<file path="config.mk">
export PLATFORM = sky130hd
export DESIGN_NAME = riscv_test_monitor
export DESIGN_NICKNAME = d
export VERILOG_FILES = /design/src/rtl/riscv_test_monitor_pkg.sv /design/src/rtl/riscv_test_monitor_hart.sv /design/src/rtl/riscv_test_monitor.sv
export SDC_FILE = /design/constraint.sdc
export NUM_CORES = 1
export LEC_CHECK = 0
export ABC_CLOCK_PERIOD_IN_PS = 3100
export CELL_PAD_IN_SITES_DETAIL_PLACEMENT = 0
export CELL_PAD_IN_SITES_GLOBAL_PLACEMENT = 2
export CORE_ASPECT_RATIO = 0.9
export CORE_MARGIN = 3
export CORE_UTILIZATION = 32
export DETAILED_ROUTE_END_ITERATION = 8
export PLACE_DENSITY = 0.81
export SETUP_SLACK_MARGIN = 0.02
export SLEW_MARGIN = 10
export SYNTH_ARGS = -nofsm -noshare
export SYNTH_HDL_FRONTEND = slang
export SYNTH_SLANG_ARGS = --single-unit
export TNS_END_PERCENT = 50
</file>
<file path="constraint.sdc">
create_clock -name clk -period 3.1 [get_ports clk]
set_input_delay 0.465 -clock clk [delete_from_list [all_inputs] [get_ports clk]]
set_output_delay 0.465 -clock clk [all_outputs]
set_load 0.01 [all_outputs]
</file>
<file path="src/rtl/riscv_test_monitor_pkg.sv">
// riscv_test_monitor_pkg: shared status codes and defaults for the
// riscv-tests completion monitor.
package riscv_test_monitor_pkg;

  localparam int ST_W = 3;
  localparam int RESULT_REG_DEF = 3;

  typedef enum logic [ST_W-1:0] {
    ST_IDLE    = 3'd0,
    ST_RUN     = 3'd1,
    ST_PASS    = 3'd2,
    ST_FAIL    = 3'd3,
    ST_TIMEOUT = 3'd4,
    ST_STALL   = 3'd5
  } status_e;

endpackage

</file>
<file path="src/rtl/riscv_test_monitor_hart.sv">
// riscv_test_monitor_hart: per-hart verdict FSM, gp shadow, cycle counter.
// Stall detection is built only with RISCV_TEST_MONITOR_STALL_DETECT_EN.
module riscv_test_monitor_hart
  import riscv_test_monitor_pkg::*;
#(
  parameter int XLEN         = 32,
  parameter int RESULT_REG   = RESULT_REG_DEF,
  parameter int TIMEOUT      = 5000,
`ifdef RISCV_TEST_MONITOR_STALL_DETECT_EN
  parameter int STALL_CYCLES = 64,
`endif
  parameter int CW           = $clog2(TIMEOUT + 1)
) (
  input  logic            clk,
  input  logic            rst,
  input  logic            start,
  input  logic            wb_en,
  input  logic [4:0]      wb_addr,
  input  logic [XLEN-1:0] wb_data,
  input  logic            ecall,
`ifdef RISCV_TEST_MONITOR_STALL_DETECT_EN
  input  logic [XLEN-1:0] pc,
`endif
  output logic [ST_W-1:0] status,
  output logic [XLEN-2:0] fail_testnum,
  output logic [CW-1:0]   cycles
);

  localparam logic [4:0]    RES_A  = 5'(RESULT_REG);
  localparam logic [CW-1:0] TO_LIM = CW'(TIMEOUT);

  status_e         st_q, st_d;
  logic [XLEN-1:0] sh_q, sh_d;
  logic [XLEN-2:0] tn_q, tn_d;
  logic [CW-1:0]   cnt_q, cnt_d;
  logic [XLEN-1:0] eff;
  logic            hit;
  logic            stalled;

  assign hit = wb_en && (wb_addr == RES_A) && (wb_addr != 5'd0);
  assign eff = hit ? wb_data : sh_q;

`ifdef RISCV_TEST_MONITOR_STALL_DETECT_EN
  localparam int SW = $clog2(STALL_CYCLES + 1);
  localparam logic [SW-1:0] STALL_LIM = SW'(STALL_CYCLES);

  logic [XLEN-1:0] pc_q;
  logic [SW-1:0]   stl_q, stl_d;

  always_comb begin
    stl_d = stl_q;
    if (start || pc != pc_q) stl_d = '0;
    else if (st_q == ST_RUN) stl_d = stl_q + SW'(1);
  end

  assign stalled = (st_q == ST_RUN) && (stl_d == STALL_LIM);

  always_ff @(posedge clk or negedge rst) begin
    if (!rst) begin
      pc_q  <= '0;
      stl_q <= '0;
    end else begin
      pc_q  <= pc;
      stl_q <= stl_d;
    end
  end
`else
  assign stalled = 1'b0;
`endif

  // Priority in RUN: ecall, then timeout, then stall.
  always_comb begin
    st_d  = st_q;
    sh_d  = hit ? wb_data : sh_q;
    tn_d  = tn_q;
    cnt_d = cnt_q;
    if (start) begin
      st_d  = ST_RUN;
      sh_d  = '0;
      tn_d  = '0;
      cnt_d = '0;
    end else if (st_q == ST_RUN) begin
      cnt_d = cnt_q + CW'(1);
      if (ecall) begin
        if (eff == XLEN'(1)) begin
          st_d = ST_PASS;
          tn_d = '0;
        end else begin
          st_d = ST_FAIL;
          tn_d = eff[XLEN-1:1];
        end
      end else if (cnt_d == TO_LIM) begin
        st_d = ST_TIMEOUT;
        tn_d = sh_q[XLEN-1:1];
      end else if (stalled) begin
        st_d = ST_STALL;
        tn_d = sh_q[XLEN-1:1];
      end
    end
  end

  always_ff @(posedge clk or negedge rst) begin
    if (!rst) begin
      st_q  <= ST_IDLE;
      sh_q  <= '0;
      tn_q  <= '0;
      cnt_q <= '0;
    end else begin
      st_q  <= st_d;
      sh_q  <= sh_d;
      tn_q  <= tn_d;
      cnt_q <= cnt_d;
    end
  end

  assign status       = st_q;
  assign fail_testnum = tn_q;
  assign cycles       = cnt_q;

endmodule

</file>
<file path="src/rtl/riscv_test_monitor.sv">
// riscv_test_monitor: NHARTS verdict monitors plus done/pass reduction.
// Optional stall detection: RISCV_TEST_MONITOR_STALL_DETECT_EN.
module riscv_test_monitor
  import riscv_test_monitor_pkg::*;
#(
  parameter int NHARTS       = 1,
  parameter int XLEN         = 32,
  parameter int RESULT_REG   = RESULT_REG_DEF,
  parameter int TIMEOUT      = 5000,
  parameter int STALL_CYCLES = 64,
  localparam int CW          = $clog2(TIMEOUT + 1)
) (
  input  logic                     clk,
  input  logic                     rst,
  input  logic                     start,
  input  logic [NHARTS-1:0]        wb_en,
  input  logic [NHARTS*5-1:0]      wb_addr,
  input  logic [NHARTS*XLEN-1:0]   wb_data,
  input  logic [NHARTS-1:0]        ecall,
  input  logic [NHARTS*XLEN-1:0]   pc,
  output logic [NHARTS*ST_W-1:0]   status,
  output logic [NHARTS*(XLEN-1)-1:0] fail_testnum,
  output logic [NHARTS*CW-1:0]     cycles,
  output logic                     all_done,
  output logic                     all_pass
);

`ifndef RISCV_TEST_MONITOR_STALL_DETECT_EN
  localparam int stall_cycles_unused = STALL_CYCLES;
  logic pc_unused;
  assign pc_unused = ^pc;
`endif

  for (genvar h = 0; h < NHARTS; h++) begin : g_hart
    riscv_test_monitor_hart #(
      .XLEN        (XLEN),
      .RESULT_REG  (RESULT_REG),
      .TIMEOUT     (TIMEOUT),
`ifdef RISCV_TEST_MONITOR_STALL_DETECT_EN
      .STALL_CYCLES(STALL_CYCLES),
`endif
      .CW          (CW)
    ) u_hart (
      .clk         (clk),
      .rst         (rst),
      .start       (start),
      .wb_en       (wb_en[h]),
      .wb_addr     (wb_addr[h*5 +: 5]),
      .wb_data     (wb_data[h*XLEN +: XLEN]),
      .ecall       (ecall[h]),
`ifdef RISCV_TEST_MONITOR_STALL_DETECT_EN
      .pc          (pc[h*XLEN +: XLEN]),
`endif
      .status      (status[h*ST_W +: ST_W]),
      .fail_testnum(fail_testnum[h*(XLEN-1) +: (XLEN-1)]),
      .cycles      (cycles[h*CW +: CW])
    );
  end

  // Terminal codes are everything from PASS upward.
  always_comb begin
    all_done = 1'b1;
    all_pass = 1'b1;
    for (int h = 0; h < NHARTS; h++) begin
      if (status[h*ST_W +: ST_W] < ST_PASS) all_done = 1'b0;
      if (status[h*ST_W +: ST_W] != ST_PASS) all_pass = 1'b0;
    end
  end

endmodule

</file>
Word level (Yosys, flattened, before mapping)
Cells that the tools add are included.
{ "classes": {"add_sub_neg": 1, "n_mul": 0, "div_mod_pow": 0, "magnitude_cmp": 1, "eq_ne": 5, "shifts": 0, "mux": 16, "n_bitwise": 0, "reduce_logical": 6} }
{ "ops": {"columns": ["op", "n"], "rows": [
  ["31-bit two-way mux", 5],
  ["32-bit two-way mux", 2],
  ["32-bit by 1-bit equality test with 1-bit output, second input constant", 1],
  ["13-bit two-way mux", 2],
  ["13-bit by 1-bit adder with 13-bit output, second input constant", 1],
  ["13-bit equality test, second input constant", 1],
  ["3-bit two-way mux", 4],
  ["5-bit by 2-bit equality test with 1-bit output, second input constant", 1],
  ["5-bit nonzero test", 1],
  ["3-bit by 1-bit equality test with 1-bit output, second input constant", 1],
  ["3-bit by 2-bit < comparator with 1-bit output, second input constant", 1],
  ["1-bit two-way mux", 3],
  ["3-bit by 2-bit inequality test with 1-bit output, second input constant", 1],
  ["3-bit nonzero test", 1],
  ["1-bit logical AND", 2],
  ["2-bit AND reduction", 1],
  ["2-bit nonzero test", 1]
]} }
{ "totals": {"register_bits": 79, "latchBits": 0, "ramBits": 0, "mem_bits_ro": 0, "inputBits": 74, "output_inout_bits": 49, "wordCells": 33, "n_memories": 0} }

Logic depth before layout (Yosys ltp)
Gate-level depths: netlist of the first run.
{ "logic_depth": {"word_depth": 9, "mapped_depth": 8, "ltp_nobuf": 7} }

Hierarchy
A second synthesis of the first run with hierarchy kept.
{ "unflattened": {"hier_cells": 477, "hier_area_um2": 4351.7} }
{ "modules_own_cells": {"columns": ["module", "instances", "cells_each", "area_per_inst_um2", "seq_area_each_um2"], "rows": [
  ["riscv_test_monitor_hart", 1, 475, 4332.9, 1976.9],
  ["riscv_test_monitor", 1, 2, 18.8, 0.0]
]} }

Worst setup path after synthesis of the first run
No wires, ideal clock.
{ "synth_timing": {"kind": "flip-flop to flip-flop", "from": "register g_hart[0].u_hart.cnt_q[0]", "to": "register g_hart[0].u_hart.tn_q[0]", "setup_time_ns": 0.146, "arrival_time_ns": 2.074, "required_ns": 2.954, "setup_slack_ns": 0.881, "path_stages_with_launch": 9, "path_buffers": 1, "period_less_slack_ns": 2.219, "cell_sequence": "dfrtp_1 > ha_1 > nand3_4 > xnor2_1 > o22a_2 > nor4_4 > a21o_4 > buf_6 > a211oi_2"} }
{ "synth_via": {"elab_chain_cells": 4} }
{ "synth_rtl": {"columns": ["element", "line_no", "rtl"], "rows": [
  ["start: declaration", "riscv_test_monitor_hart.sv:35", "logic [CW-1:0] cnt_q, cnt_d;"],
  ["start signal: assignment", "riscv_test_monitor_hart.sv:112", "cnt_q <= cnt_d;"],
  ["13-bit by 1-bit adder with 13-bit output", "riscv_test_monitor_hart.sv:83", "cnt_d = cnt_q + CW'(1);"],
  ["13-bit equality test", "riscv_test_monitor_hart.sv:92", "end else if (cnt_d == TO_LIM) begin"],
  ["3-bit nonzero test (no line)", null, null],
  ["2-bit AND reduction (no line)", null, null],
  ["end signal: assignment", "riscv_test_monitor_hart.sv:111", "tn_q <= tn_d;"],
  ["end: declaration", "riscv_test_monitor_hart.sv:34", "logic [XLEN-2:0] tn_q, tn_d;"]
]} }
Every way passes these cells.
A chain may end at the register's enable or synchronous reset.

Final worst setup path of the first run
{ "layout_timing": {"from": "register g_hart[0].u_hart.cnt_q[0]", "to": "register g_hart[0].u_hart.tn_q[30]"} }
Same word-level chain as after synthesis.

==> results of run 1 <==
-- critical path, delay by kind of cell (launching register included) --
kind | cells | cell delay, ps
DFF | 1 | 450
xor gates and xnor gates | 1 | 160
and+or+nand+nor | 2 | 490
adders and majority gates | 1 | 370
AOI/OAI and AO/OA | 3 | 910
-- power by group through the flow --
stage / registers (mW) / logic, mW / clock network (mW)
3_5_place_dp: 1.14 / 0.419 / 0
3_3_place_gp: 1.13 / 0.415 / 0
4_1_cts: 1.12 / 0.421 / 1.34
6_report: 1.12 / 0.413 / 1.30
2_1_floorplan: 1.15 / 0.201 / 0
5_1_grt: 1.12 / 0.451 / 1.38
-- sequential cells by signal, indices dropped and copies added (netlist names) --
| signal | flops |
|---|---|
| g_hart.u_hart.fail_testnum | 31 |
| g_hart.u_hart.status | 3 |
| g_hart.u_hart.sh_q | 32 |
| g_hart.u_hart.cycles | 13 |
-- cell usage in the layout, fill, tap and decap left out, drive strengths merged, types with 6 or more instances in the layout --
cell,instances
o21ai,6
dfrtp,79
nand4,6
nand3,6
clkdlybuf4s50,88
a21oi,39
nor4,16
nor2,20
mux2i,32
a211oi,62
buf,14
clkbuf,10
nand2,75
-- per-layer routing --
metal,track usage,vias to the layer above
li1,-,1697
met1,0.2409,1771
met2,0.2458,86
met3,0.05738,11
met4,0.04026,0
met5,0,-
-- per-stage QoR --
stage / area [um2] / total power [mW]
after CTS: 5677 / 2.877
after detailed placement: 5315 / 1.554
after floorplan: 4408 / 1.348
after global placement: 5315 / 1.549
after global routing: 5677 / 2.958
final: 5677 / 2.832
-- kinds of logic after synthesis --
logic type                 synth area share
muxes                               0.07267
adders and majority gates          0.005676
DFF                                  0.4485
buffers and inverters               0.06926
and+or+nand+nor                      0.1723
AOI/OAI and AO/OA                    0.2118
xor gates and xnor gates            0.01987
-- final cells by class --
class / count / area [um2]
fillers: 1261 / 7736
multi-input cells: 305 / 2128
flip-flops and latches: 79 / 1977
repair buffers: 102 / 996.0
clock buffers: 10 / 229.0
well taps: 168 / 210.2
clock inverters: 6 / 132.6
inverters: 1 / 3.754
-- worst paths after layout --
check                                           start                                end  slack (ps)  depth (start not counted)
min in group clk             g_hart[0].u_hart.sh_q[0]           g_hart[0].u_hart.sh_q[0]         520                          2
hold reg to reg              g_hart[0].u_hart.sh_q[0]           g_hart[0].u_hart.sh_q[0]         520                          2
setup reg to reg           g_hart[0].u_hart.cycles[0]  g_hart[0].u_hart.fail_testnum[30]         570                          7
setup / recovery           g_hart[0].u_hart.cycles[0]  g_hart[0].u_hart.fail_testnum[30]         570                          7
hold / removal                                    rst        g_hart[0].u_hart.cycles[10]         280                          1
max in group asynchronous                         rst          g_hart[0].u_hart.sh_q[19]        2130                          1
==> flow_metrics.tcl, run 1 <==
set metrics [dict create \
    netlist_top_cells_area "dfrtp_1 45%, a211oi_2 8.5%, mux2i_1 7.3%" \
    wire_per_inst_um 18.44 \
    fmax_ghz 0.3949 \
    drc 0 \
    fin_tns_setup_ps 0 \
    io_pins 123 \
    synth_common_cells "79 x dfrtp_1, 75 x nand2_1, 38 x a21oi_1" \
    hold_path.class "in -> async" \
    clockPowerShare 0.460 \
    pwr-share-comb 0.146 \
    synth_edf_count 0 \
    cp-end-kind "register" \
    met1Wirelength_mm 5.858 \
    yosysTopAreaCell "dfrtp_1" \
    grt_first_pass_wirelength_mm 20.24 \
    fin_crit_sh 0.8169 \
    initialDrtViolationCount 298 \
    cts_setup_buffers 0 \
    htree_levels 3 \
    yosys_register_bits 79 \
    antenna_found_initial 0 \
    hpwlAfterDp_mm 8.240 \
    die_y_um 117.3 \
    die_w_um 129.7 \
    start_util 0.3286 \
    dieArea_mm2 0.01522 \
    post-place-ws_ps 551.8 \
    grt_pass1_vias 3605 \
    synthToLayoutAreaGrowth_pct 28.78 \
    rsz0062_at_grt "no" \
    synth.most_common_cell "dfrtp_1" \
    cts_buffers 9 \
    p_per_area_mw_per_mm2 498.9 \
    crit_slowest_cell "a21o_4" \
    period_needed_ps 2532 \
    synth_area_mm2 0.004408 \
    highest_layer "met4" \
    synthFlopType "dfrtp_1" \
    drv_slew 0 \
    overflow 0 \
    worst-setup-path-type "reg -> reg" \
    drive_gt1_frac 0.1412 \
    ir_worst_vdd_mv 0.2342 \
    ant_nets 0 \
    synth_nets 495 \
    clock-root-buffer "clkbuf_16" \
    drt-vias-per-instance 5.313 \
    synth.top_cell.area_share 0.4485 \
    async_flop_share 1.000 \
    clkSlewWorstSetupHoldPaths_ps 60 \
    vias 3565 \
    yosys_warnings 0 \
    dp.cells 655 \
    n_antenna_cell 0 \
    crit_fanout 31 \
    cts.repair.resized 0 \
    drt_pass1_iterations 5 \
    p_sw_frac 0.2425 \
    stdcell_count 671 \
    pwr-share-seq 0.394 \
    crit_required_ps 3290 \
    status "finished clean" \
    holdWs_ps 276.4 \
    grt_max_degree 80 \
    gp_congestion 0.7752 \
    postSynthAreaPerCell_um2 10.52 \
    critPathLaunchType "register" \
    synth_cells 419 \
    p_leak_nw 2.332 \
    setup_slack_ps 567.6 \
    cap_violations 0 \
    setup-violations-final 0 \
    final-hold-violation-count 0 \
    met3_length_um 679 \
    slowest_delay_ps 510 \
    portBuffers 90 \
    synth_cell_type_count 47 \
    worstPathCellList "ha_1 > nand3_4 > xnor2_1 > o22a_2 > nor4_4 > a21o_4 > a211oi_1" \
    cts_tree "built" \
    cts_sinks 79 \
    rows 40 \
    fin_util 0.4232 \
    power.switching_mw 0.6869 \
    clock_latency_ps 340 \
    track_usage 0.1686 \
    cp.arrival_ps 2730 \
    wl_met2_mm 5.679 \
    layout.nets 574 \
    routed_wl_mm 12.37 \
    worst_pin_slew_ps 1028 \
    clockBufferDepth 2 \
    skew_ps 5.944 \
    seq_area_frac_synth 0.4485 \
    cts_hold_buf 0 \
    slew_headroom 0.3145 \
    core_mm2 0.01341 \
    internal-power_mw 2.145 \
]
Power figures use the tool's default switching activity.
==> inputs of run 2 (changes only) <==
Settings changed: ABC_CLOCK_PERIOD_IN_PS 3100 to 2200, CORE_UTILIZATION 32 to 27, PLACE_DENSITY 0.81 to 0.73.
Clock period 3.1 ns to 2.2 ns, I/O delays scaled along.
==> run 2 against run 1 <==
Count of clock-buffer cells in the layout grew 3. Fmax up 21%. Power up 29%. Combinational power rose by 62%. Utilization fell by 3.9 points. First-iteration DRC count is 39% lower. Critical path depth up 3. Largest cell class unchanged. Highest routed layer unchanged.
==> flow_metrics.tcl, run 2 (same netlist as run 1, synthesis figures left out) <==
set metrics [dict create \
    status "finished clean" \
    p_sw_frac 0.2642 \
    drv_slew 0 \
    rrSetupSlack_ps 100 \
    cts_buffers 9 \
    wire_per_inst_um 17.78 \
    synthToLayoutAreaGrowth_pct 36.82 \
    cp-end-kind "register" \
    ant_nets 0 \
    clock-root-buffer "clkbuf_16" \
    p_per_area_mw_per_mm2 605.5 \
    die_y_um 127.2 \
    clkSlewWorstSetupHoldPaths_ps 60 \
    grt_max_degree 37 \
    seqCellArea_mm2 0.001979 \
    worst_pin_slew_ps 698.1 \
    vias 3601 \
    drt-vias-per-instance 4.946 \
    fin_tns_setup_ps 0 \
    drt_pass1_iterations 4 \
    p_total_mw 3.652 \
    htree_levels 3 \
    r2r_start "g_hart[0].u_hart.cycles[1]" \
    stdcell_count 728 \
    clockBufferDepth 2 \
    fmax_ghz 0.4762 \
    largest_reg_flops 32 \
    crit_required_ps 2450 \
    n_antenna_cell 0 \
    start_util 0.2806 \
    grt_pass1_vias 3692 \
    cp.arrival_ps 2350 \
    final-hold-violation-count 0 \
    initialDrtViolationCount 181 \
    cts_sinks 79 \
    fin_crit_sh 0.9545 \
    gp_congestion 0.7666 \
    dp.cells 711 \
    clock_latency_ps 340 \
    multiInputGateArea_mm2 0.002222 \
    core_mm2 0.01571 \
    power.switching_mw 0.9647 \
    pwr-share-seq 0.431 \
    pwr-share-comb 0.183 \
    r2r_end "g_hart[0].u_hart.fail_testnum[25]" \
    cap_violations 0 \
    layout.nets 597 \
    nFillCells 1547 \
    rsz0062_at_grt "yes" \
    dieArea_mm2 0.01790 \
    largest_register "g_hart.u_hart.sh_q" \
    slew_headroom 0.5346 \
    drive_gt1_frac 0.2072 \
    die_w_um 140.7 \
    final_common_cell "clkdlybuf4s50_1" \
    clockPowerShare 0.386 \
    rows 43 \
    grt_first_pass_wirelength_mm 20.51 \
    mostFrequentLayoutCells "88 x clkdlybuf4s50_1, 77 x dfrtp_1, 74 x nand2_1" \
    period_needed_ps 2100 \
    drc 0 \
    crit_fanout 16 \
    setup-violations-final 0 \
    io_pins 123 \
    cts_tree "built" \
    ff2ff_path_depth 10 \
    ir_worst_vdd_mv 0.3736 \
    overflow 0 \
    p_leak_nw 2.450 \
    worst-setup-path-type "reg -> reg" \
    antenna_found_initial 0 \
    critPathLaunchType "register" \
    holdWs_ps 501.6 \
    internal-power_mw 2.687 \
    hpwlAfterDp_mm 9.276 \
    track_usage 0.1454 \
    hold_path.class "in -> async" \
    portBuffers 90 \
    routed_wl_mm 12.95 \
    skew_ps 7.326 \
]
==> run 2: metal layers <==
metal  global-route usage  wire (um)  part of all wire  up-vias
li1                     -          -                 -     1733
met1               0.2078       6400              0.49     1772
met2               0.2235       5819              0.45       85
met3              0.03106        577             0.045       11
met4              0.03932        149             0.012        0
met5                    0          0                 0        -
==> run 2: worst max-delay path, stage by stage (launching register included) <==
cell and delay (ps):
dfrtp_1 420, buf_6 140, ha_2 160, nand4bb_1 160
nor3b_2 70, mux2i_2 240, nor4_4 50, buf_4 170
a21o_4 220, buf_12 160, a211oi_2 210
==> run 2: power by group through the flow <==
stage | logic (mW) | registers [mW] | clock network (mW)
4_1_cts | 0.661 | 1.57 | 1.47
2_1_floorplan | 0.283 | 1.62 | 0
6_report | 0.668 | 1.57 | 1.41
3_5_place_dp | 0.653 | 1.59 | 0
5_1_grt | 0.726 | 1.58 | 1.53
3_3_place_gp | 0.650 | 1.59 | 0
==> run 2: what timing repair did <==
item                                   4_1_cts  5_1_grt
setup buffers                                0        1
endpoints found under the hold margin       34        0
gates resized for setup                      1       22
hold buffers                                 1        0
setup endpoints to repair                   14       32
pin swaps                                    0        4
==> run 2: how the worst max path moves through the flow <==
stage	start	depth (start not counted)	slack [ps]	to
after floorplan	g_hart[0].u_hart.cycles[0]	8	30	g_hart[0].u_hart.fail_testnum[0]
after CTS	wb_data[6]	7	30	g_hart[0].u_hart.status[0]
after detailed placement	wb_data[6]	7	-310	g_hart[0].u_hart.status[0]
after global routing	g_hart[0].u_hart.cycles[1]	10	0.5	g_hart[0].u_hart.fail_testnum[22]
final	g_hart[0].u_hart.cycles[1]	10	100	g_hart[0].u_hart.fail_testnum[25]
after global placement	wb_data[6]	7	-330	g_hart[0].u_hart.status[0]
==> run 2: final cells by class <==
cell class                 instances  area share
multi-input combinational        305      0.3685
tap                              202     0.04191
timing repair buffer             125      0.2147
clock inverter                     3    0.002905
inverter                           1   0.0006224
sequential                        79      0.3282
clock buffer                      13     0.04315
==> run 2: per-stage QoR <==
stage	setup slack, ps	util	instance area [um2]
final	100.2	0.3839	6031
after global routing	0.4581	0.3839	6031
after CTS	25.15	0.3778	5936
after detailed placement	-313.3	0.3589	5638
after global placement	-329.0	0.3589	5638
after floorplan	25.54	-	4410
